===== src/rtl/cpu_clk_switch_ctrl_pkg.sv =====
// Shared state encoding, per-state output drive and default timing constants
// for the CPU clock-source sequencer.
package cpu_clk_pkg;

   localparam int DEF_HOLD_CYCLES   = 16;
   localparam int DEF_LOCK_STABLE   = 64;
   localparam int DEF_LOCK_TIMEOUT  = 65535;
   localparam int DEF_SETTLE_CYCLES = 16;
   localparam int DEF_CNT_W         = 16;

   typedef enum logic [3:0] {
      HOLD_SYS   = 4'd0,
      RUN_SYS    = 4'd1,
      PRE_WIZ    = 4'd2,
      WAIT_LOCK  = 4'd3,
      SWITCH     = 4'd4,
      SETTLE_WIZ = 4'd5,
      RUN_WIZ    = 4'd6,
      PRE_SYS    = 4'd7,
      FALLBACK   = 4'd8
   } clk_state_t;

   typedef struct packed {
      logic en;
      logic wiz_reset;
      logic cpu_reset;
      logic busy;
   } drv_t;

   // A zero-length interval still costs one cycle.
   function automatic int eff_cycles(input int p);
      return (p < 1) ? 1 : p;
   endfunction

   // Output levels for a state; registered from the next state so each
   // output lands on the same edge as the state change that causes it.
   function automatic drv_t state_drv(input clk_state_t s);
      drv_t d;
      d = '{en: 1'b0, wiz_reset: 1'b1, cpu_reset: 1'b1, busy: 1'b1};
      case (s)
         RUN_SYS:    d = '{en: 1'b0, wiz_reset: 1'b1, cpu_reset: 1'b0, busy: 1'b0};
         PRE_WIZ:    d = '{en: 1'b0, wiz_reset: 1'b0, cpu_reset: 1'b1, busy: 1'b1};
         WAIT_LOCK:  d = '{en: 1'b0, wiz_reset: 1'b0, cpu_reset: 1'b1, busy: 1'b1};
         SWITCH:     d = '{en: 1'b0, wiz_reset: 1'b0, cpu_reset: 1'b1, busy: 1'b1};
         SETTLE_WIZ: d = '{en: 1'b1, wiz_reset: 1'b0, cpu_reset: 1'b1, busy: 1'b1};
         RUN_WIZ:    d = '{en: 1'b1, wiz_reset: 1'b0, cpu_reset: 1'b0, busy: 1'b0};
         PRE_SYS:    d = '{en: 1'b1, wiz_reset: 1'b0, cpu_reset: 1'b1, busy: 1'b1};
         default:    d = '{en: 1'b0, wiz_reset: 1'b1, cpu_reset: 1'b1, busy: 1'b1};
      endcase
      return d;
   endfunction

endpackage


===== src/rtl/cpu_clk_switch_ctrl_if.sv =====
// Control/status bundle between the clock-switch register block (master)
// and the sequencer (slave).
interface cpu_clk_switch_ctrl_if;
   logic wiz_req;
   logic clk_wiz_locked;
   logic clk_wiz_enable;
   logic clk_wiz_reset;
   logic cpu_reset;
   logic busy;
   logic lock_fail;

   modport master (
      output wiz_req,
      output clk_wiz_locked,
      input  clk_wiz_enable,
      input  clk_wiz_reset,
      input  cpu_reset,
      input  busy,
      input  lock_fail
   );

   modport slave (
      input  wiz_req,
      input  clk_wiz_locked,
      output clk_wiz_enable,
      output clk_wiz_reset,
      output cpu_reset,
      output busy,
      output lock_fail
   );
endinterface


===== src/rtl/cpu_clk_switch_ctrl_sync_2ff.sv =====
// Two-flop synchroniser for a single level signal, cleared to 0 by reset.
// Latency: 2 cycles. Backpressure: none.
module sync_2ff (
   input  logic clk,
   input  logic reset,
   input  logic d,
   output logic q
);
   logic meta;

   always_ff @(posedge clk) begin
      if (reset) begin
         meta <= 1'b0;
         q    <= 1'b0;
      end else begin
         meta <= d;
         q    <= meta;
      end
   end
endmodule


===== src/rtl/cpu_clk_switch_ctrl.sv =====
// Sequencer for the CPU clock mux: holds the core in reset around every source change.
// Latency: outputs registered; lock decisions use the 2-cycle synchronised lock.
// Backpressure: none; wiz_req is a level, honoured only in WAIT_LOCK / RUN_* states.
module cpu_clk_switch_ctrl
   import cpu_clk_pkg::*;
#(
   parameter int HOLD_CYCLES   = DEF_HOLD_CYCLES,
   parameter int LOCK_STABLE   = DEF_LOCK_STABLE,
   parameter int LOCK_TIMEOUT  = DEF_LOCK_TIMEOUT,
   parameter int SETTLE_CYCLES = DEF_SETTLE_CYCLES,
   parameter int CNT_W         = DEF_CNT_W
)(
   input  logic                 sys_clock,
   input  logic                 reset,
   cpu_clk_switch_ctrl_if.slave ctl
);

   localparam logic [CNT_W-1:0] HOLD_LD   = CNT_W'(eff_cycles(HOLD_CYCLES) - 1);
   localparam logic [CNT_W-1:0] SETTLE_LD = CNT_W'(eff_cycles(SETTLE_CYCLES) - 1);
   localparam logic [CNT_W-1:0] TMO_LD    = CNT_W'(eff_cycles(LOCK_TIMEOUT) - 1);
   localparam logic [CNT_W-1:0] STABLE_N  = CNT_W'(eff_cycles(LOCK_STABLE));
   localparam logic [CNT_W-1:0] ONE       = CNT_W'(1);
   localparam logic [CNT_W-1:0] CNT_MAX   = '1;

   clk_state_t       state, state_nxt;
   logic [CNT_W-1:0] cnt, cnt_nxt;
   logic [CNT_W-1:0] stab, stab_nxt;
   logic             lk;
   logic             req_q;
   logic             fail_set;
   logic             lock_fail_q, lock_fail_nxt;
   drv_t             drv_q, drv_nxt;

   sync_2ff u_lock_sync (
      .clk   (sys_clock),
      .reset (reset),
      .d     (ctl.clk_wiz_locked),
      .q     (lk)
   );

   always_comb begin
      state_nxt = state;
      cnt_nxt   = (cnt == '0) ? cnt : cnt - ONE;
      stab_nxt  = '0;
      fail_set  = 1'b0;

      case (state)
         HOLD_SYS: begin
            if (cnt == '0) state_nxt = RUN_SYS;
         end
         RUN_SYS: begin
            if (ctl.wiz_req && !lock_fail_q) begin
               state_nxt = PRE_WIZ;
               cnt_nxt   = HOLD_LD;
            end
         end
         PRE_WIZ: begin
            if (cnt == '0) begin
               state_nxt = WAIT_LOCK;
               cnt_nxt   = TMO_LD;
            end
         end
         WAIT_LOCK: begin
            // cnt doubles as the lock timeout; stab counts consecutive lock cycles
            if (lk) stab_nxt = (stab == CNT_MAX) ? stab : stab + ONE;
            if (!ctl.wiz_req) begin
               state_nxt = HOLD_SYS;
               cnt_nxt   = SETTLE_LD;
            end else if (stab_nxt >= STABLE_N) begin
               state_nxt = SWITCH;
            end else if (cnt == '0) begin
               state_nxt = HOLD_SYS;
               cnt_nxt   = SETTLE_LD;
               fail_set  = 1'b1;
            end
         end
         SWITCH: begin
            state_nxt = SETTLE_WIZ;
            cnt_nxt   = SETTLE_LD;
         end
         SETTLE_WIZ: begin
            if (!lk) begin
               state_nxt = FALLBACK;
               fail_set  = 1'b1;
            end else if (cnt == '0) begin
               state_nxt = RUN_WIZ;
            end
         end
         RUN_WIZ: begin
            // lock loss outranks a simultaneous request to leave
            if (!lk) begin
               state_nxt = FALLBACK;
               fail_set  = 1'b1;
            end else if (!ctl.wiz_req) begin
               state_nxt = PRE_SYS;
               cnt_nxt   = HOLD_LD;
            end
         end
         PRE_SYS: begin
            if (cnt == '0) begin
               state_nxt = HOLD_SYS;
               cnt_nxt   = SETTLE_LD;
            end
         end
         FALLBACK: begin
            state_nxt = HOLD_SYS;
            cnt_nxt   = SETTLE_LD;
         end
         default: begin
            state_nxt = HOLD_SYS;
            cnt_nxt   = SETTLE_LD;
         end
      endcase

      // a new failure beats a same-cycle clear from a falling request
      if (fail_set)
         lock_fail_nxt = 1'b1;
      else if (req_q && !ctl.wiz_req)
         lock_fail_nxt = 1'b0;
      else
         lock_fail_nxt = lock_fail_q;

      drv_nxt = state_drv(state_nxt);
   end

   always_ff @(posedge sys_clock) begin
      if (reset) begin
         state       <= HOLD_SYS;
         cnt         <= SETTLE_LD;
         stab        <= '0;
         req_q       <= 1'b0;
         lock_fail_q <= 1'b0;
         drv_q       <= state_drv(HOLD_SYS);
      end else begin
         state       <= state_nxt;
         cnt         <= cnt_nxt;
         stab        <= stab_nxt;
         req_q       <= ctl.wiz_req;
         lock_fail_q <= lock_fail_nxt;
         drv_q       <= drv_nxt;
      end
   end

   assign ctl.clk_wiz_enable = drv_q.en;
   assign ctl.clk_wiz_reset  = drv_q.wiz_reset;
   assign ctl.cpu_reset      = drv_q.cpu_reset;
   assign ctl.busy           = drv_q.busy;
   assign ctl.lock_fail      = lock_fail_q;

endmodule


===== src/flat_wrapper.sv =====
// flat-port wrapper written by rule: the top's interface ports become plain ports
module cpu_clk_switch_ctrl_flat import cpu_clk_pkg::*;
#(
   parameter int HOLD_CYCLES   = DEF_HOLD_CYCLES,
   parameter int LOCK_STABLE   = DEF_LOCK_STABLE,
   parameter int LOCK_TIMEOUT  = DEF_LOCK_TIMEOUT,
   parameter int SETTLE_CYCLES = DEF_SETTLE_CYCLES,
   parameter int CNT_W         = DEF_CNT_W
)
  (sys_clock, reset, ctl_wiz_req, ctl_clk_wiz_locked, ctl_clk_wiz_enable, ctl_clk_wiz_reset, ctl_cpu_reset, ctl_busy, ctl_lock_fail);
  cpu_clk_switch_ctrl_if ctl_i ();
  input  logic sys_clock;
  input  logic reset;
  input wire logic [$bits(ctl_i.wiz_req)-1:0] ctl_wiz_req;
  input wire logic [$bits(ctl_i.clk_wiz_locked)-1:0] ctl_clk_wiz_locked;
  output wire logic [$bits(ctl_i.clk_wiz_enable)-1:0] ctl_clk_wiz_enable;
  output wire logic [$bits(ctl_i.clk_wiz_reset)-1:0] ctl_clk_wiz_reset;
  output wire logic [$bits(ctl_i.cpu_reset)-1:0] ctl_cpu_reset;
  output wire logic [$bits(ctl_i.busy)-1:0] ctl_busy;
  output wire logic [$bits(ctl_i.lock_fail)-1:0] ctl_lock_fail;
  assign ctl_i.wiz_req = ctl_wiz_req;
  assign ctl_i.clk_wiz_locked = ctl_clk_wiz_locked;
  assign ctl_clk_wiz_enable = ctl_i.clk_wiz_enable;
  assign ctl_clk_wiz_reset = ctl_i.clk_wiz_reset;
  assign ctl_cpu_reset = ctl_i.cpu_reset;
  assign ctl_busy = ctl_i.busy;
  assign ctl_lock_fail = ctl_i.lock_fail;
  cpu_clk_switch_ctrl #(.HOLD_CYCLES(HOLD_CYCLES), .LOCK_STABLE(LOCK_STABLE), .LOCK_TIMEOUT(LOCK_TIMEOUT), .SETTLE_CYCLES(SETTLE_CYCLES), .CNT_W(CNT_W)) u_core (.sys_clock(sys_clock), .reset(reset), .ctl(ctl_i));
endmodule

===== config.mk =====
export PLATFORM = sky130hd
export DESIGN_NAME = cpu_clk_switch_ctrl_flat
export DESIGN_NICKNAME = d
export VERILOG_FILES = /design/src/rtl/cpu_clk_switch_ctrl_pkg.sv /design/src/rtl/cpu_clk_switch_ctrl_if.sv /design/src/rtl/cpu_clk_switch_ctrl_sync_2ff.sv /design/src/rtl/cpu_clk_switch_ctrl.sv /design/src/flat_wrapper.sv
export SDC_FILE = /design/constraint.sdc
export NUM_CORES = 1
export LEC_CHECK = 0
export ABC_AREA = 1
export BUFFER_PORTS_ARGS = -buffer_cell sky130_fd_sc_hd__buf_2
export CAP_MARGIN = 30
export CORE_MARGIN = 5
export CORE_UTILIZATION = 55
export CTS_CLUSTER_DIAMETER = 40
export DETAILED_ROUTE_END_ITERATION = 8
export GPL_ROUTABILITY_DRIVEN = 0
export PLACE_DENSITY = 0.83
export SYNTH_ARGS = -nofsm -noshare
export SYNTH_HDL_FRONTEND = slang
export SYNTH_SLANG_ARGS = --single-unit

===== constraint.sdc =====
create_clock -name sys_clock -period 5.5 [get_ports sys_clock]
set_clock_uncertainty 0.15 [all_clocks]
set_input_delay 0.275 -clock sys_clock [delete_from_list [all_inputs] [get_ports sys_clock]]
set_output_delay 0.275 -clock sys_clock [all_outputs]
set_load 0.005 [all_outputs]

# Yosys cells after proc, flatten, opt, wreduce, memory -nomap -nowiden
# Cells that the tools add are included.
[totals]
ff_bits = 44
inputBits = 4
out_inout_bits = 5
elab_cells = 73
[op_classes]
add_sub_neg = 2
n_lt_le_gt_ge = 1
eq_ne = 15
muxes = 31
n_bitwise = 1
n_reduce_logical = 12
[op_table]
columns = ["operator", "n"]
rows = [
  ["2-to-1 mux 16 bit", 11],
  ["case mux 16 bit (6 select lines)", 1],
  ["2-to-1 mux 4 bit", 10],
  ["== test 4 x 3 -> 1 bit, second input constant", 8],
  ["case mux 4 bit (8 select lines)", 1],
  ["adder 16 x 1 -> 16 bit, second input constant", 1],
  ["== test 16 bit, second input constant", 1],
  ["== test 4 x 2 -> 1 bit, second input constant", 4],
  [">= comparator 16 x 7 -> 1 bit, second input constant", 1],
  ["logical NOT 16 bit", 1],
  ["case mux 4 bit (4 select lines)", 1],
  ["subtractor 16 x 1 -> 16 bit, second input constant", 1],
  ["== test 4 x 1 -> 1 bit, second input constant", 2],
  ["OR reduction 2 bit", 4],
  ["2-to-1 mux 1 bit", 6],
  ["logical NOT 4 bit", 1],
  ["OR reduction 3 bit", 1],
  ["logical AND 1 bit", 2],
  ["logical NOT 1 bit", 2],
  ["case mux 1 bit (2 select lines)", 1],
  ["nonzero test 2 bit", 1],
  ["NOT 1 bit", 1],
]

# Logic depth before layout (Yosys ltp)
[logic_depth]
ltp_word = 11
depth_mapped = 15

# Modules after synthesis
# Synthesis repeated with hierarchy kept, for this count alone.
[hier_totals]
cells_unflattened = 436
hier_area_um2 = 2802.7
[by_module_without_submodules]
columns = ["module", "instances", "cells_each", "area_each_um2"]
rows = [
  ["cpu_clk_switch_ctrl", 1, 430, 2747.6],
  ["sync_2ff", 1, 6, 55.1],
]

# Worst setup path before layout
# No wires, ideal clock.
[synth_timing]
kind = "reg2reg"
start = "register u_core.cnt[0]"
end = "register u_core.cnt[0]"
setup_ps = 121
arrival_time_ps = 1768
required_time_ps = 5229
path_slack_ps = 3461
stages_incl_launch_ff = 10
n_path_buf = 0
period_less_slack_ps = 2039
path_cell_list = "dfxtp_1 > inv_1 > ha_1 > nand2_2 > nor2_1 > nand3_2 > ha_1 > nand3_1 > a221oi_1 > nand2_1"
[synth_via]
elab_chain_cells = 6
elab_cells_between_ends = 11
cone_classes = "add/sub: 1; mux: 9; reduce/logical: 1"
[synth_rtl]
columns = ["item", "line", "text"]
rows = [
  ["from (decl)", "cpu_clk_switch_ctrl.sv:26", "logic [CNT_W-1:0] cnt, cnt_nxt;"],
  ["from (signal assigned)", "cpu_clk_switch_ctrl.sv:136", "cnt <= cnt_nxt;"],
  ["subtractor 16 x 1 -> 16 bit or logical NOT 16 bit (tied branches)", "cpu_clk_switch_ctrl.sv:43, cpu_clk_switch_ctrl.sv:58, cpu_clk_switch_ctrl.sv:71", ""],
  ["2-to-1 mux 16 bit", "cpu_clk_switch_ctrl.sv:43", "cnt_nxt = (cnt == '0) ? cnt : cnt - ONE;"],
  ["2-to-1 mux 16 bit", "cpu_clk_switch_ctrl.sv:71, cpu_clk_switch_ctrl.sv:100", ""],
  ["2-to-1 mux 16 bit", "cpu_clk_switch_ctrl.sv:69", "end else if (stab_nxt >= STABLE_N) begin"],
  ["2-to-1 mux 16 bit", "cpu_clk_switch_ctrl.sv:66", "if (!ctl.wiz_req) begin"],
  ["case mux 16 bit (6 select lines) *", "cpu_clk_switch_ctrl.sv:47", "case (state)"],
]
# Every way passes the cells marked *; elsewhere a longest branch is shown, timed or not.
# A chain may end at the register's enable or synchronous reset.

# Worst setup path after layout
[layout_timing]
start = "register u_core.cnt[0]"
end = "register u_core.cnt[11]"
# The elaborated chain is that of the path after synthesis.

==> reports/qor.csv <==
stage;metric;value;unit
power;p_leak;1.47;nW
setup_path;path_class;reg2reg;
final_layout;area_growth_syn_to_layout;6.41;%
sta;setup_ws;2.92;ns
routing;drt_iter0_markers;390;
synth;ys_seq_area_share;26.6;%
synth;synth_cell_types;44;
power;pwr-share-comb;5.1;%
sta;hold_ws;0.0206;ns
routing;routedWlPerCell;14.7;um
job;drv_cap;0;
floorplan;rows;28;
power;seq_power_share;51.4;%
clock_network;cts_resized;0;
sta;rsz0062_at_grt;false;
clock_network;cts_tree;built;
final_layout;nets;518;
clock_network;clkSinkCount;43;
setup_path;crit_fanout;13;
synth;ys_ff_latch;43;
final_layout;seq_area;861;sq um
routing;drc;0;
sta;hold_viol_final;0;
final_layout;multi_input_area;2070;sq um
place;io_buffers;8;
clock_network;clkLatencyLatePin;0.31;ns
final_layout;fillCellCount;556;
setup_path;crit_chain;inv_1, ha_1, nand2_2, nor2_2, nand2_1, inv_2, nor2_1, o21ai_0, o21a_1, a31oi_1;
synth;netlist_instances;505;
floorplan;initial_core_util;55.7;%
grt;grt_max_degree;21;
routing;wl;8.61;mm
floorplan;ios;9;
floorplan;die_h;86.7;um
synth;synth_ff_type;dfxtp_1;
synth;netlist_area;3240;sq um
place;hpwlAfterDp;6.38;mm
floorplan;die_w;86.7;um
setup_path;worstPathArrival;2.66;ns
power;intPower;0.000474;W
grt;grt_pass1_wl;14.5;mm
clock_network;htree_num_levels;2;
outcome;status;finished, final reports clean;
setup_path;slowest_delay;0.39;ns
grt;antenna_found_initial;0;
sta;slew_violations;0;
grt;grt_overflow;0;
power;clkPwrFrac;43.5;%
synth;synth-async-reset-ratio;0;%
sta;fmax;388;MHz
clock_network;cts_buffers;5;
routing;vias;3385;
power;powerDensity;180;nW/um^2
grt;grt_pass1_vias;3126;
grt;track_usage;24.1;%
sta;setup_viol;0;
sta;fin_crit;2.58;ns
routing;dr.pass1.iters;6;
synth;synth_edf_count;0;
setup_path;critPathRequiredTime;5.58;ns
sta;setup_tns;0;ns
clock_network;clkSlewWorstSetupHoldPaths;0.09;ns
power;peakVddDrop;0.000140;V
sta;relSlewSlack;35.8;%
routing;vias_per_cell;5.78;
final_layout;drive_gt1_share;16.4;%
synth;syn_area_per_cell;6.41;sq um
routing;postRouteAntennaNets;0;
sta;worst_slew_pin_slew;0.960;ns
clock_network;post_cts_buffers;0;
synth;synth_warnings;0;
place;dpl_worst_slack;3.00;ns
final_layout;diodes;0;
setup_path;crit_path_start_kind;flop;
setup_path;critPathCaptureType;flop;
power;switchingPower;0.000145;W
floorplan;core;5820;sq um
power;swShare;23.5;%
floorplan;die_area;7520;sq um
setup_path;cp_slowest_cell;dfxtp_1;
clock_network;cts_root_buffer;clkbuf_8;
clock_network;clockBufferDepth;2;
min_path;min_path_type;in2reg;
sta;post-route-period-util;46.9;%
clock_network;ctsHoldBuffers;0;
synth;syn_nets;513;
-- layer usage --
metal  global-route usage (%)  wire length [um]  part of all wire (%)  vias to the layer above
met5                        0                 0                     0                        -
met4                     11.0               242                   2.8                        0
met3                     5.70               844                   9.8                       24
met2                     38.3              3850                    45                      198
met1                     30.7              3670                    43                     1500
li1                         -                 -                     -                     1663
-- area by class of cell --
class                   instances  share of cell area (%)
multi-input cells             384                    60.2
flip-flops and latches         43                    25.0
inverters                      68                    7.41
well taps                      75                    2.72
clock buffers                   6                    2.40
repair buffers                  8                    1.16
clock inverters                 2                    1.13
-- synth_stat cells (all sizes together), types with 2 or more instances --
master   number  area (sq um)
nand3        49           285
o2111ai       2          17.5
a31oi         6          37.5
nor2         99           454
xnor2         6          52.6
ha            4          50.1
o21ai        28           155
a22oi         2          15.0
a21oi        25           125
xor2          6          52.6
nand2       112           475
a41oi         5          43.8
o21a          3          22.5
nand4         6          37.5
buf           4          25.0
or2           2          12.5
o211ai        4          30.0
nand3b        2          15.0
a221oi        2          17.5
nor3         11          92.6
clkbuf        6          22.5
inv          68           255
dfxtp        43           861
-- through the flow --
stage | cell area [sq um] | std cells | util [%] | total power (W)
floorplan | 3240 | 505 | - | 0.000347
global placement | 3320 | 578 | 57.2 | 0.000355
detailed placement | 3320 | 578 | 57.2 | 0.000356
CTS | 3450 | 586 | 59.3 | 0.000620
global route | 3450 | 586 | 59.3 | 0.000645
finish | 3450 | 586 | 59.3 | 0.000620
-- cell families (layout without fill, tap and decap cells) --
family                   after synthesis  count (layout)  share of synthesized area [%]
buffers and inverters                 78              84                           9.35
flip-flops                            43              43                           26.6
AO/OA/AOI/OAI                         83              83                           15.9
AND/OR/NAND/NOR                      285             285                           43.4
adder cells (fa/ha/maj)                4               4                           1.55
XOR/XNOR                              12              12                           3.25
-- critical path: cells and delay by family, from the launching register on --
family          cells  cell delay, ns
compound gates      3            0.52
fa+ha+maj           1            0.27
buf+inv             2            0.29
flops               1            0.39
simple gates        4            0.90
-- sequential cells by signal (all words and copies together) (netlist names) --
register / cells
u_core.req_q: 1
u_core.state: 4
u_core.cnt: 16
u_core.ctl.clk_wiz_enable: 1
u_core.stab: 16
u_core.u_lock_sync.q: 1
u_core.ctl.clk_wiz_reset: 1
u_core.ctl.lock_fail: 1
u_core.u_lock_sync.meta: 1
u_core.ctl.busy: 1
-- cells in the final DEF, fill, tap and decap left out, types with 2 or more instances in the layout --
| cell type | Yosys | final |
|---|---|---|
| nand4_1 | 6 | 6 |
| a221oi_1 | 2 | 2 |
| nor2_4 | 9 | 9 |
| nor3_2 | 3 | 3 |
| xnor2_1 | 6 | 6 |
| xor2_1 | 6 | 6 |
| nand3_2 | 8 | 8 |
| o21ai_1 | 10 | 10 |
| nor2_1 | 84 | 84 |
| a22oi_1 | 2 | 2 |
| nand3_1 | 41 | 41 |
| nor2_2 | 6 | 6 |
| o21ai_2 | 4 | 4 |
| o21ai_0 | 14 | 14 |
| inv_2 | 16 | 16 |
| o21a_1 | 3 | 3 |
| nand2_4 | 3 | 3 |
| nor3_1 | 6 | 6 |
| dfxtp_1 | 43 | 43 |
| nand2_1 | 96 | 96 |
| nor3_4 | 2 | 2 |
| nand3b_1 | 2 | 2 |
| or2_2 | 2 | 2 |
| o2111ai_1 | 2 | 2 |
| a21oi_1 | 25 | 25 |
| a31oi_1 | 6 | 6 |
| clkbuf_8 | 0 | 6 |
| a41oi_1 | 5 | 5 |
| inv_1 | 52 | 52 |
| ha_1 | 4 | 4 |
| buf_2 | 2 | 8 |
| o211ai_1 | 4 | 4 |
| nand2_2 | 13 | 13 |
-- worst paths after layout --
check                     startpoint                       to  slack (ns)  depth (start not counted)
max                    u_core.cnt[0]           u_core.cnt[11]        2.92                         10
min               ctl_clk_wiz_locked  u_core.u_lock_sync.meta        0.02                          3
max reg2reg            u_core.cnt[0]           u_core.cnt[11]        2.92                         10
min reg2reg  u_core.u_lock_sync.meta     u_core.u_lock_sync.q        0.26                          2
-- power groups by stage --
| stage | sequential [W] | combinational [W] | clock, W |
|---|---|---|---|
| after floorplan | 0.000324 | 0.0000233 | 0 |
| after global placement | 0.000325 | 0.0000294 | 0 |
| after detailed placement | 0.000326 | 0.0000304 | 0 |
| after CTS | 0.000318 | 0.0000306 | 0.000271 |
| after global routing | 0.000319 | 0.0000345 | 0.000291 |
| final | 0.000318 | 0.0000316 | 0.000270 |
Note: power is estimated with default switching activity, not from simulation.
